[src/rtl/pipe_load_ctrl_pkg.sv]
// Shared definitions for the pipeline load controller: state encoding,
// the per-stage load bundle and the memory-latency legality check.
package pipe_load_ctrl_pkg;

    localparam logic [1:0] RUN      = 2'd0;
    localparam logic [1:0] MEM_WAIT = 2'd1;
    localparam logic [1:0] HALTED   = 2'd2;

    localparam int MEM_LAT_MIN = 1;
    localparam int MEM_LAT_MAX = 16;

    typedef struct packed {
        logic pc;
        logic ifid;
        logic idex;
        logic exmem;
        logic memwb;
    } loads_t;

    localparam loads_t LOADS_ALL  = '{pc: 1'b1, ifid: 1'b1, idex: 1'b1, exmem: 1'b1, memwb: 1'b1};
    localparam loads_t LOADS_NONE = '{pc: 1'b0, ifid: 1'b0, idex: 1'b0, exmem: 1'b0, memwb: 1'b0};

    function automatic bit mem_lat_ok(input int lat);
        return (lat >= MEM_LAT_MIN) && (lat <= MEM_LAT_MAX);
    endfunction

endpackage

[src/rtl/pipe_load_ctrl_ld_reg.sv]
// n-bit load-enable register with synchronous active-high clear.
module ld_reg #(
    parameter int W = 1
) (
    input  logic         clk,
    input  logic         rst,
    input  logic         load,
    input  logic [W-1:0] d,
    output logic [W-1:0] q
);

    always_ff @(posedge clk) begin
        if (rst) begin
            q <= '0;
        end else if (load) begin
            q <= d;
        end
    end

endmodule

[src/rtl/pipe_load_ctrl_stall_counter.sv]
// Saturating performance counter: counts inc cycles, sticks at all-ones.
module stall_counter #(
    parameter int W = 16
) (
    input  logic         clk,
    input  logic         rst,
    input  logic         inc,
    output logic [W-1:0] count
);

    always_ff @(posedge clk) begin
        if (rst) begin
            count <= '0;
        end else if (inc && (count != '1)) begin
            count <= count + 1'b1;
        end
    end

endmodule

[src/rtl/pipe_load_ctrl.sv]
// Pipeline sequencing controller: drives load/flush of the PC and the four
// inter-stage registers for load-use stalls, memory waits, branches and halt.
module pipe_load_ctrl
    import pipe_load_ctrl_pkg::*;
#(
    parameter int MEM_LAT = 3,
    parameter int SC_W    = 16
) (
    input  logic            clk,
    input  logic            rst,
    input  logic            halt_req,
    input  logic            branch_taken,
    input  logic            mem_req,
    input  logic            hazard,
    output logic            pc_load,
    output logic            ifid_load,
    output logic            idex_load,
    output logic            exmem_load,
    output logic            memwb_load,
    output logic            ifid_flush,
    output logic            idex_flush,
    output logic            exmem_flush,
    output logic            halted,
    output logic [SC_W-1:0] stall_count
);

    localparam int CW = $clog2(MEM_LAT + 1);
    localparam logic [CW-1:0] CNT_START = CW'(MEM_LAT - 1);
    localparam logic [CW-1:0] CNT_ONE   = CW'(1);

    generate
        if (!mem_lat_ok(MEM_LAT)) begin : g_bad_mem_lat
            $error("pipe_load_ctrl: MEM_LAT must be within 1..16");
        end
    endgenerate

    logic [1:0]    state;
    logic [1:0]    state_nx;
    logic [CW-1:0] cnt;
    logic [CW-1:0] cnt_nx;
    logic          state_ld;
    logic          cnt_ld;
    loads_t        loads;

    ld_reg #(.W(2)) u_state_reg (
        .clk  (clk),
        .rst  (rst),
        .load (state_ld),
        .d    (state_nx),
        .q    (state)
    );

    ld_reg #(.W(CW)) u_cnt_reg (
        .clk  (clk),
        .rst  (rst),
        .load (cnt_ld),
        .d    (cnt_nx),
        .q    (cnt)
    );

    // Mealy decode: outputs act on the same edge the request is seen.
    always_comb begin
        loads       = LOADS_ALL;
        ifid_flush  = 1'b0;
        idex_flush  = 1'b0;
        exmem_flush = 1'b0;
        state_nx    = state;
        cnt_nx      = cnt;
        if (!rst) begin
            case (state)
                RUN: begin
                    if (halt_req) begin
                        loads    = LOADS_NONE;
                        state_nx = HALTED;
                    end else if (branch_taken) begin
                        ifid_flush  = 1'b1;
                        idex_flush  = 1'b1;
                        exmem_flush = 1'b1;
                    end else if (mem_req && (MEM_LAT > 1)) begin
                        loads    = LOADS_NONE;
                        cnt_nx   = CNT_START;
                        state_nx = MEM_WAIT;
                    end else if (hazard) begin
                        loads.pc   = 1'b0;
                        loads.ifid = 1'b0;
                        idex_flush = 1'b1;
                    end
                end
                MEM_WAIT: begin
                    // cnt==0 cannot occur here; treat it as a release too.
                    if (cnt > CNT_ONE) begin
                        loads  = LOADS_NONE;
                        cnt_nx = cnt - CNT_ONE;
                    end else begin
                        cnt_nx   = '0;
                        state_nx = RUN;
                    end
                end
                HALTED: begin
                    loads = LOADS_NONE;
                end
                default: begin
                    state_nx = RUN;
                end
            endcase
        end
    end

    assign state_ld = (state_nx != state);
    assign cnt_ld   = (cnt_nx != cnt);

    assign pc_load    = loads.pc;
    assign ifid_load  = loads.ifid;
    assign idex_load  = loads.idex;
    assign exmem_load = loads.exmem;
    assign memwb_load = loads.memwb;
    assign halted     = (state == HALTED);

    stall_counter #(.W(SC_W)) u_stall_counter (
        .clk   (clk),
        .rst   (rst),
        .inc   (!pc_load),
        .count (stall_count)
    );

endmodule

[config.mk]
export PLATFORM = sky130hd
export DESIGN_NAME = pipe_load_ctrl
export DESIGN_NICKNAME = d
export VERILOG_FILES = /design/src/rtl/pipe_load_ctrl_pkg.sv /design/src/rtl/pipe_load_ctrl_ld_reg.sv /design/src/rtl/pipe_load_ctrl_stall_counter.sv /design/src/rtl/pipe_load_ctrl.sv
export SDC_FILE = /design/constraint.sdc
export NUM_CORES = 1
export LEC_CHECK = 0
export ABC_AREA = 0
export BUFFER_PORTS_ARGS = -buffer_cell sky130_fd_sc_hd__buf_4
export CAP_MARGIN = 30
export CORE_AREA = 8 8 58 60
export CTS_BUF_LIST = sky130_fd_sc_hd__clkbuf_16
export CTS_CLUSTER_DIAMETER = 200
export DETAILED_ROUTE_END_ITERATION = 7
export DIE_AREA = 0 0 66 68
export PLACE_DENSITY_LB_ADDON = 0.12
export SLEW_MARGIN = 20
export SYNTH_ARGS = -nofsm -noshare
export SYNTH_HDL_FRONTEND = slang
export SYNTH_SLANG_ARGS = --single-unit
[constraint.sdc]
create_clock -name clk -period 1.95 [get_ports clk]
set_input_delay 0.0975 -clock clk [delete_from_list [all_inputs] [get_ports clk]]
set_output_delay 0.0975 -clock clk [all_outputs]
set_load 0.01 [all_outputs]
==> results of run 1 <==
path summary, 6_finish.rpt:
check	start	to	slack, ns	cells after the start
hold / removal	rst	u_stall_counter.count[1]	0.12	2
hold reg to reg	u_stall_counter.count[14]	u_stall_counter.count[14]	0.49	1
setup reg to reg	u_stall_counter.count[1]	u_stall_counter.count[13]	0.10	5
setup / recovery	u_stall_counter.count[1]	u_stall_counter.count[13]	0.10	5
metrics by stage:
step / cell area, um2 / util, %
after global routing: 1543 / 60.09
after global placement: 1456 / 56.73
after detailed placement: 1456 / 56.73
after CTS: 1535 / 59.80
after floorplan: 1169 / -
final: 1543 / 60.09
routing by layer:
| metal | part of all wire (%) | vias up | track usage, % |
|---|---|---|---|
| li1 | - | 570 | - |
| met1 | 43 | 536 | 13.75 |
| met2 | 49 | 32 | 23.87 |
| met3 | 6.3 | 7 | 3.437 |
| met4 | 1.6 | 0 | 5.333 |
| met5 | 0 | - | 0 |
power groups by stage:
stage | clock network, mW | logic (mW) | registers, mW
2_1_floorplan | 0 | 0.0678 | 0.433
3_3_place_gp | 0 | 0.107 | 0.435
3_5_place_dp | 0 | 0.108 | 0.436
4_1_cts | 0.426 | 0.109 | 0.427
5_1_grt | 0.446 | 0.117 | 0.429
6_report | 0.416 | 0.108 | 0.427
cell usage in the layout (no fill, tap or decap), types with 4 or more instances in the layout:
cell,count
buf_4,44
dfxtp_1,19
a21oi_1,11
nor2_1,7
and4_1,6
nand3_1,6
nand2b_1,5
o21ai_0,5
nand2_1,5
mux2i_1,5
nor3_1,4
nand4_1,4
nor2b_1,4
o31ai_1,4
or4_1,4
sequential cells by signal, indices dropped and copies added (netlist names):
register	cells
u_state_reg.q	2
u_stall_counter.count	16
u_cnt_reg.q	2
cell type report:
| class | instances | area share [%] |
|---|---|---|
| clock buffers | 3 | 4.866 |
| clock inverters | 1 | 0.2433 |
| multi-input cells | 97 | 43.96 |
| repair buffers | 44 | 21.41 |
| flip-flops and latches | 20 | 26.03 |
| inverters | 4 | 0.9732 |
| well taps | 31 | 2.514 |
kinds of logic (layout without fill, tap and decap cells):
group	Yosys count	in the layout	share of synthesized area, %
AO/OA/AOI/OAI	29	29	17.34
adder cells (fa/ha/maj)	1	1	1.070
buffers and inverters	17	52	8.243
flip-flops	20	20	34.26
multiplexers	8	8	7.173
AND/OR/NAND/NOR	59	59	31.91
timing repair:
action / CTS / global route
endpoints found under the setup margin: 0 / 1
hold buffers: 0 / 0
endpoints found under the hold margin: 0 / 0
gates resized for setup: 0 / 2
worst max-delay path: stages (launching register included):
cell     delay (ns)
dfxtp_1        0.33
ha_1           0.20
and3_1         0.19
and4_1         0.35
nor4_1         0.30
mux2_2         0.36
==> out/metrics.yaml, run 1 <==
finish:
  syn_to_final_growth_pct: 32.01
  multi_input_area_um2: 678.2
  n_antenna_cell: 0
  final_nets: 177
  final-instance-count-excl-fill: 200
  ff_latch_area_um2: 401.6
  layout-drive-gt1-share_pct: 34.32
  filler_cell_count: 231
logic_synthesis:
  synth_area_leaders: "dfxtp_1 34%, a21oi_1 4.7%, and4_1 4.5%"
  synth_most_common_cell: "dfxtp_1"
  yosys-top-cells-count: "20 x dfxtp_1, 11 x a21oi_1, 7 x nor2_1"
  synth.cell_area_um2: 1169
  ys_async_sr_fraction_pct: 0
  yosys_warnings: 0
  ys_seq_elements: 20
  avgSynthCellArea_um2: 8.721
  netlist.area_leader.share_pct: 34.26
  synth_fp_nets: 141
  synth.distinct_cells: 39
  synth_enable_flop_cells: 0
  synthDominantAreaCellType: "dfxtp_1"
  synth.yosys.seq_area_share_pct: 34.26
  synthesis.instances: 134
  dominantRegCellSynth: "dfxtp_1"
floorplan:
  die_w_um: 66
  core-area_um2: 2567
  die_area_um2: 4488
  floorplan.initialDensity_pct: 45.52
  chipHeight_um: 68
  core.rowCount: 19
  ioPinCount: 31
global_route:
  number_of_global_route_vias_before_repair: 1071
  grt_start_max_net_pins: 18
  grt_antenna_before_repair: 0
  grt-ovfl-total: 0
  grt_resource_usage_total_pct: 12.95
  global_route_wire_length_before_repair_mm: 4.643
timing:
  final_hold_viol_count: 0
  tightestPinTransition_ns: 0.4736
  period_utilisation_layout_pct: 94.86
  max-slew-margin-rel_pct: 68.43
  max_freq_ghz: 0.5406
  final_max_slew_viol_count: 0
  setup_tns_ns: 0
  skew_ns: 0.003195
  rsz_0062_raised_after_global_routing: "false"
  worst_hold_margin_ns: 0.1203
  timing.final.ws_setup_ns: 0.1002
  setup_viol: 0
  min_clock_period_post_route_ns: 1.850
place:
  dp_slack_ns: 0.09649
  numPlacedInstances: 196
  io_buffers: 30
  dp_hpwl_mm: 2.256
  gp_congestion: 0.7724
critical_path:
  end_kind: "flip-flop"
  worst-endpoint-required_ns: 2.09
  arrival_ns: 1.99
  crit_type: "reg -> reg"
  startpoint_type: "flip-flop"
  path_max_fanout: 14
min_path:
  hp-class: "in -> reg"
power_and_ir_drop:
  post_layout_total_power_uw: 950.5
  power.switching_fraction_pct: 21.82
  worst_ir_drop_vdd_mv: 0.4065
  power_leakage_nw: 0.6304
  power_switching_uw: 207.4
  seq_power_share_pct: 44.9
  clock_power_share_pct: 43.7
  combPwrFrac_pct: 11.3
  power_density_nw_per_um2: 616.1
  cell_internal_pwr_uw: 743.2
route:
  avgViaCountPerCell: 5.725
  dr.first_iter.drc_count: 33
  drc: 0
  drtAntennaViolNets: 0
  route.vias.total: 1145
  drt_pass_1_iters: 4
  detail_route.wl_per_cell_um: 14.83
  finalWirelength_mm: 2.966
cts:
  tritoncts.num_buffers: 3
  clockRootBuffer: "clkbuf_16"
  cts_tree: "yes"
  path_clk_slew_ns: 0.05
  cts_setup_buffers: 0
  htree_num_levels: 1
  max_buffers_root_to_sink: 2
  worstSkewPairLatency_ns: 0.25
  tritoncts_num_sinks: 20
flow_run:
  max-cap-violations: 0
status:
  run_status: "finished clean"
Note: power is estimated with default switching activity, not from simulation.
==> run 2: changes to the inputs <==
Settings changed: PLACE_DENSITY set to 0.82, PLACE_DENSITY_LB_ADDON 0.12 to unset.
==> out/metrics.yaml, run 2 (synthesis results as in run 1) <==
critical_path:
  worstPathCellList: "ha_1 > and3_1 > and4_4 > nor4_2 > mux2_2"  # was ha_1 > and3_1 > and4_1 > nor4_1 > mux2_2
  worst_flop_to_flop_path_endpoint: "u_stall_counter.count[12]"  # was u_stall_counter.count[13]
  worst-endpoint-required_ns: 2.09  # about the same
  cp_slowest_cell: "mux2_2"  # unchanged
  path_max_fanout: 17  # was 14
  register_to_register_setup_slack_ns: 0.12  # was 0.10 ns
  end_kind: "flip-flop"  # unchanged
  startpoint_type: "flip-flop"  # unchanged
  timing.rr.start: "u_stall_counter.count[0]"  # was u_stall_counter.count[1]
  rr_worst_depth: 5  # unchanged
  critical_path.max_stage_delay_ns: 0.37  # was 0.36 ns
  crit_type: "reg -> reg"  # unchanged
  arrival_ns: 1.97  # was 1.99 ns
finish:
  layout.cells.most_common_list: "37 x buf_4, 19 x dfxtp_1, 11 x a21oi_1"  # was 44 x buf_4, 19 x dfxtp_1, 11 x a21oi_1
  layout-drive-gt1-share_pct: 32.72  # was 34.32%
  syn_to_final_growth_pct: 28.27  # was 32.01%
  final_common_cell: "buf_4"  # unchanged
  largest_register_ffs: 16  # unchanged
  largest_register: "u_stall_counter.count"  # unchanged
  final_nets: 170  # was 177
  multi_input_area_um2: 686.9  # was 678.2 um2
  final-instance-count-excl-fill: 193  # was 200
  filler_cell_count: 221  # was 231
  largest_registers: "u_stall_counter.count (16), u_cnt_reg.q (2), u_state_reg.q (2)"  # unchanged
  ff_latch_area_um2: 401.6  # unchanged
  n_antenna_cell: 0  # unchanged
min_path:
  hold_path_end: "u_state_reg.q[1]"  # was u_stall_counter.count[1]
  hp-class: "in -> reg"  # unchanged
  worstHoldStart: "halt_req"  # was rst
  hold_path_depth: 3  # was 2
global_route:
  global_route_wire_length_before_repair_mm: 4.830  # was 4.643 mm
  number_of_global_route_vias_before_repair: 1097  # was 1,071
  grt_antenna_before_repair: 0  # unchanged
  grt_resource_usage_total_pct: 13.46  # was 12.95%
  grt-ovfl-total: 0  # unchanged
  grt_start_max_net_pins: 30  # was 18
flow_run:
  max-cap-violations: 0  # unchanged
place:
  gp_congestion: 0.8149  # was 0.7724
  io_buffers: 30  # unchanged
  dp_hpwl_mm: 2.118  # was 2.256 mm
  numPlacedInstances: 189  # was 196
timing:
  setup_tns_ns: 0  # unchanged
  skew_ns: 0.003550  # was 0.003195 ns
  tightestPinTransition_ns: 0.4454  # was 0.4736 ns
  period_utilisation_layout_pct: 94.05  # was 94.86%
  min_clock_period_post_route_ns: 1.834  # was 1.850 ns
  max-slew-margin-rel_pct: 70.30  # was 68.43%
  final_max_slew_viol_count: 0  # unchanged
  rsz_0062_raised_after_global_routing: "false"  # unchanged
  final_hold_viol_count: 0  # unchanged
  setup_viol: 0  # unchanged
  max_freq_ghz: 0.5453  # was 0.5406 GHz
route:
  finalWirelength_mm: 2.967  # was 2.966 mm
  drt_pass_1_iters: 4  # unchanged
  drc: 0  # unchanged
  avgViaCountPerCell: 5.793  # was 5.725
  detail_route.wl_per_cell_um: 15.37  # was 14.83 um
  drtAntennaViolNets: 0  # unchanged
  route.vias.total: 1118  # was 1,145
  dr.first_iter.drc_count: 78  # was 33
floorplan:
  ioPinCount: 31  # unchanged
  core-area_um2: 2567  # unchanged
  floorplan.initialDensity_pct: 45.52  # unchanged
  core.rowCount: 19  # unchanged
  chipHeight_um: 68  # unchanged
  die_w_um: 66  # unchanged
  die_area_um2: 4488  # unchanged
power_and_ir_drop:
  cell_internal_pwr_uw: 737.4  # was 743.2 uW
  worst_ir_drop_vdd_mv: 0.6714  # was 0.4065 mV
  post_layout_total_power_uw: 956.5  # was 950.5 uW
  combPwrFrac_pct: 10.4  # was 11.3%
  seq_power_share_pct: 44.8  # was 44.9%
  power.switching_fraction_pct: 22.90  # was 21.82%
  power_switching_uw: 219.1  # was 207.4 uW
  clock_power_share_pct: 44.9  # was 43.7%
  power_density_nw_per_um2: 638.1  # was 616.1 nW/um2
  power_leakage_nw: 0.5947  # was 0.6304 nW
cts:
  tritoncts.num_buffers: 3  # unchanged
  clockRootBuffer: "clkbuf_16"  # unchanged
  worstSkewPairLatency_ns: 0.25  # about the same
  cts-hold-fix-buffers: 0  # unchanged
  cts_tree: "yes"  # unchanged
  path_clk_slew_ns: 0.06  # was 0.05 ns
  max_buffers_root_to_sink: 2  # unchanged
  tritoncts_num_sinks: 20  # unchanged
  htree_num_levels: 1  # unchanged
status:
  run_status: "finished clean"  # unchanged
[run 2: changes by cell type in the layout (fill, tap and decap cells not counted)]
| cell | change |
|---|---|
| buf_4 | -7 |
| and4_1 | -1 |
| and4_4 | +1 |
| nor4_2 | +1 |
| nor4_1 | -1 |
[run 2: how the worst max path moves through the flow]
stage	start	to	slack, ns
after floorplan	u_stall_counter.count[0]	u_stall_counter.count[13]	0.15
final	u_stall_counter.count[0]	u_stall_counter.count[12]	0.12
after detailed placement	u_stall_counter.count[0]	u_stall_counter.count[13]	0.01
after global placement	u_stall_counter.count[0]	u_stall_counter.count[13]	0.08
after CTS	u_stall_counter.count[0]	u_stall_counter.count[13]	0.03
after global routing	u_cnt_reg.q[1]	u_stall_counter.count[12]	0.008
[run 2: what timing repair did]
| action | 4_1_cts | 5_1_grt |
|---|---|---|
| buffers inserted | 0 | 0 |
| setup endpoints to repair | 2 | 5 |
| resized for setup | 2 | 3 |
| endpoints found under the hold margin | 0 | 0 |
| gates cloned | 0 | 0 |
[run 2: cell type report]
| cell class | count | area share (%) |
|---|---|---|
| Multi-Input combinational cell | 97 | 45.83 |
| Clock inverter | 1 | 0.2504 |
| Sequential cell | 20 | 26.79 |
| Inverter | 4 | 1.002 |
| Tap cell | 31 | 2.588 |
| Timing Repair Buffer | 37 | 18.53 |
| Clock buffer | 3 | 5.008 |
[run 2: worst max-delay path, delay by kind of cell (launching register included)]
kind | cells | cell delay [ns]
DFF | 1 | 0.34
and+or+nand+nor | 3 | 0.75
adders and majority gates | 1 | 0.26
muxes | 1 | 0.37
[run 2: power by group through the flow]
| stage | combinational, mW | clock (mW) | sequential [mW] |
|---|---|---|---|
| CTS | 0.100 | 0.433 | 0.428 |
| global placement | 0.0963 | 0 | 0.435 |
| global route | 0.107 | 0.451 | 0.430 |
| finish | 0.0992 | 0.429 | 0.428 |
| floorplan | 0.0678 | 0 | 0.433 |
| detailed placement | 0.0993 | 0 | 0.437 |
[run 2: through the flow]
stage                     utilization (%)  hold slack, ns  cell area, um2  worst slack [ns]
after floorplan                         -          0.2598            1169            0.1507
after global placement              54.68          0.4107            1404           0.08345
after detailed placement            54.68          0.4120            1404           0.01333
after CTS                           58.04          0.1449            1490           0.02972
after global routing                58.38          0.1739            1499          0.007629
final                               58.38          0.1343            1499            0.1160
[run 2: routing by layer]
metal	GRT usage, %	share of wire [%]
met2	24.24	49
met1	14.42	43
met3	2.782	5.8
met4	7.733	1.8
met5	0	0
==> run 3: changes to the inputs <==
Settings changed: PLACE_DENSITY 0.82 to 0.69.
==> out/metrics.yaml, run 3 (synthesis results as in run 1) <==
status:
  run_status: "finished clean"  # unchanged
route:
  drt_pass_1_iters: 4  # unchanged
  drc: 0  # unchanged
  finalWirelength_mm: 3.027  # was 2.967 mm
  dr.first_iter.drc_count: 61  # was 78
  drtAntennaViolNets: 0  # unchanged
  detail_route.wl_per_cell_um: 15.37  # about the same
  route.vias.total: 1166  # was 1,118
  avgViaCountPerCell: 5.919  # was 5.793
global_route:
  global_route_wire_length_before_repair_mm: 4.988  # was 4.830 mm
  grt_resource_usage_total_pct: 13.90  # was 13.46%
  grt_antenna_before_repair: 0  # unchanged
  grt_start_max_net_pins: 18  # was 30
  number_of_global_route_vias_before_repair: 1085  # was 1,097
  grt-ovfl-total: 0  # unchanged
power_and_ir_drop:
  seq_power_share_pct: 38.5  # was 44.8%
  power.switching_fraction_pct: 20.24  # was 22.90%
  combPwrFrac_pct: 10.3  # was 10.4%
  clock_power_share_pct: 51.2  # was 44.9%
  power_leakage_nw: 0.6260  # was 0.5947 nW
  cell_internal_pwr_uw: 879.0  # was 737.4 uW
  worst_ir_drop_vdd_mv: 0.5636  # was 0.6714 mV
  power_density_nw_per_um2: 712.6  # was 638.1 nW/um2
  power_switching_uw: 223.1  # was 219.1 uW
critical_path:
  startpoint_type: "flip-flop"  # unchanged
  path_max_fanout: 17  # unchanged
  register_to_register_setup_slack_ns: 0.10  # was 0.12 ns
  end_kind: "flip-flop"  # unchanged
  worst_flop_to_flop_path_endpoint: "u_stall_counter.count[12]"  # unchanged
  timing.rr.start: "u_stall_counter.count[1]"  # was u_stall_counter.count[0]
  arrival_ns: 1.99  # was 1.97 ns
  rr_worst_depth: 5  # unchanged
  crit_type: "reg -> reg"  # unchanged
  worst-endpoint-required_ns: 2.09  # about the same
finish:
  final_common_cell: "buf_4"  # unchanged
  filler_cell_count: 242  # was 221
  largest_register: "u_stall_counter.count"  # unchanged
  n_antenna_cell: 0  # unchanged
  largest_register_ffs: 16  # unchanged
  final_nets: 174  # was 170
  layout.cells.most_common_list: "41 x buf_4, 20 x dfxtp_1, 11 x a21oi_1"  # was 37 x buf_4, 19 x dfxtp_1, 11 x a21oi_1
  syn_to_final_growth_pct: 32.33  # was 28.27%
  layout-drive-gt1-share_pct: 33.73  # was 32.72%
  largest_registers: "u_stall_counter.count (16), u_cnt_reg.q (2), u_state_reg.q (2)"  # unchanged
flow_run:
  max-cap-violations: 0  # unchanged
cts:
  clockRootBuffer: "clkbuf_16"  # unchanged
  htree_num_levels: 1  # unchanged
  path_clk_slew_ns: 0.06  # about the same
  worstSkewPairLatency_ns: 0.26  # was 0.25 ns
  cts_setup_buffers: 0  # unchanged
  cts-hold-fix-buffers: 0  # unchanged
  cts_tree: "yes"  # unchanged
  tritoncts_num_sinks: 20  # unchanged
  max_buffers_root_to_sink: 2  # unchanged
  tritoncts.num_buffers: 3  # unchanged
timing:
  final_hold_viol_count: 0  # unchanged
  setup_viol: 0  # unchanged
  setup_tns_ns: 0  # unchanged
  rsz_0062_raised_after_global_routing: "false"  # unchanged
  final_max_slew_viol_count: 0  # unchanged
  period_utilisation_layout_pct: 94.73  # was 94.05%
  worst_hold_margin_ns: 0.1390  # was 0.1343 ns
  timing.final.ws_setup_ns: 0.1027  # was 0.1160 ns
  tightestPinTransition_ns: 0.4274  # was 0.4454 ns
  max_freq_ghz: 0.5413  # was 0.5453 GHz
  max-slew-margin-rel_pct: 71.50  # was 70.30%
  skew_ns: 0.005530  # was 0.003550 ns
  min_clock_period_post_route_ns: 1.847  # was 1.834 ns
floorplan:
  die_w_um: 66  # unchanged
  chipHeight_um: 68  # unchanged
  die_area_um2: 4488  # unchanged
  ioPinCount: 31  # unchanged
  floorplan.initialDensity_pct: 45.52  # unchanged
  core-area_um2: 2567  # unchanged
  core.rowCount: 19  # unchanged
min_path:
  worstHoldStart: "rst"  # was halt_req
  hold_path_end: "u_stall_counter.count[11]"  # was u_state_reg.q[1]
  hold_path_depth: 2  # was 3
  hp-class: "in -> reg"  # unchanged
place:
  gp_congestion: 0.8166  # was 0.8149
  dp_slack_ns: 0.02385  # was 0.01333 ns
  dp_hpwl_mm: 2.237  # was 2.118 mm
  io_buffers: 30  # unchanged
[run 3: through the flow]
stage | utilization (%) | total power [mW] | cells | area [um2]
after floorplan | - | 0.5011 | 134 | 1169
after global placement | 55.85 | 0.5422 | 193 | 1434
after detailed placement | 55.85 | 0.5464 | 193 | 1434
after CTS | 59.94 | 1.112 | 197 | 1539
after global routing | 60.23 | 1.139 | 197 | 1546
final | 60.23 | 1.102 | 197 | 1546
[run 3: worst max-delay path by stage]
| stage | depth (start not counted) | slack [ns] | start | to |
|---|---|---|---|---|
| after floorplan | 6 | 0.15 | u_stall_counter.count[0] | u_stall_counter.count[13] |
| after global placement | 5 | 0.08 | u_stall_counter.count[1] | u_stall_counter.count[13] |
| after detailed placement | 5 | 0.02 | u_stall_counter.count[1] | u_stall_counter.count[13] |
| after CTS | 5 | 0.02 | u_stall_counter.count[1] | u_stall_counter.count[13] |
| after global routing | 5 | 0.004 | u_stall_counter.count[1] | u_stall_counter.count[9] |
| final | 5 | 0.10 | u_stall_counter.count[1] | u_stall_counter.count[12] |
[run 3: layer usage]
metal	up-vias	wire length [um]	GRT usage, %
met5	-	0	0
met2	32	1491	23.75
met4	0	43	6.400
met1	557	1309	15.75
li1	572	-	-
met3	5	183	4.092
[run 3: power groups by stage]
stage | sequential [mW] | combinational (mW) | clock, mW
after floorplan | 0.433 | 0.0678 | 0
after global placement | 0.432 | 0.110 | 0
after detailed placement | 0.433 | 0.113 | 0
after CTS | 0.424 | 0.115 | 0.573
after global routing | 0.425 | 0.124 | 0.590
final | 0.424 | 0.114 | 0.564
[run 3: worst max-delay path: stages (launching register included)]
cell and delay (ns):
dfxtp_1 0.33, ha_1 0.23, and3_1 0.20, and4_2 0.34, nor4_1 0.27, mux2_2 0.36
[run 3: layout make-up]
cell class | count | area (um2) | share of cell area, %
repair buffers | 41 | 307.8 | 19.90
well taps | 31 | 38.79 | 2.508
clock buffers | 3 | 75.07 | 4.854
clock inverters | 1 | 30.03 | 1.942
flip-flops and latches | 20 | 400.4 | 25.89
multi-input cells | 97 | 679.4 | 43.93
inverters | 4 | 15.01 | 0.9709
[run 3: what timing repair did]
action                                  4_1_cts  5_1_grt
gates resized for setup                       0        2
hold endpoints to repair                      0        0
endpoints found under the setup margin        0        4
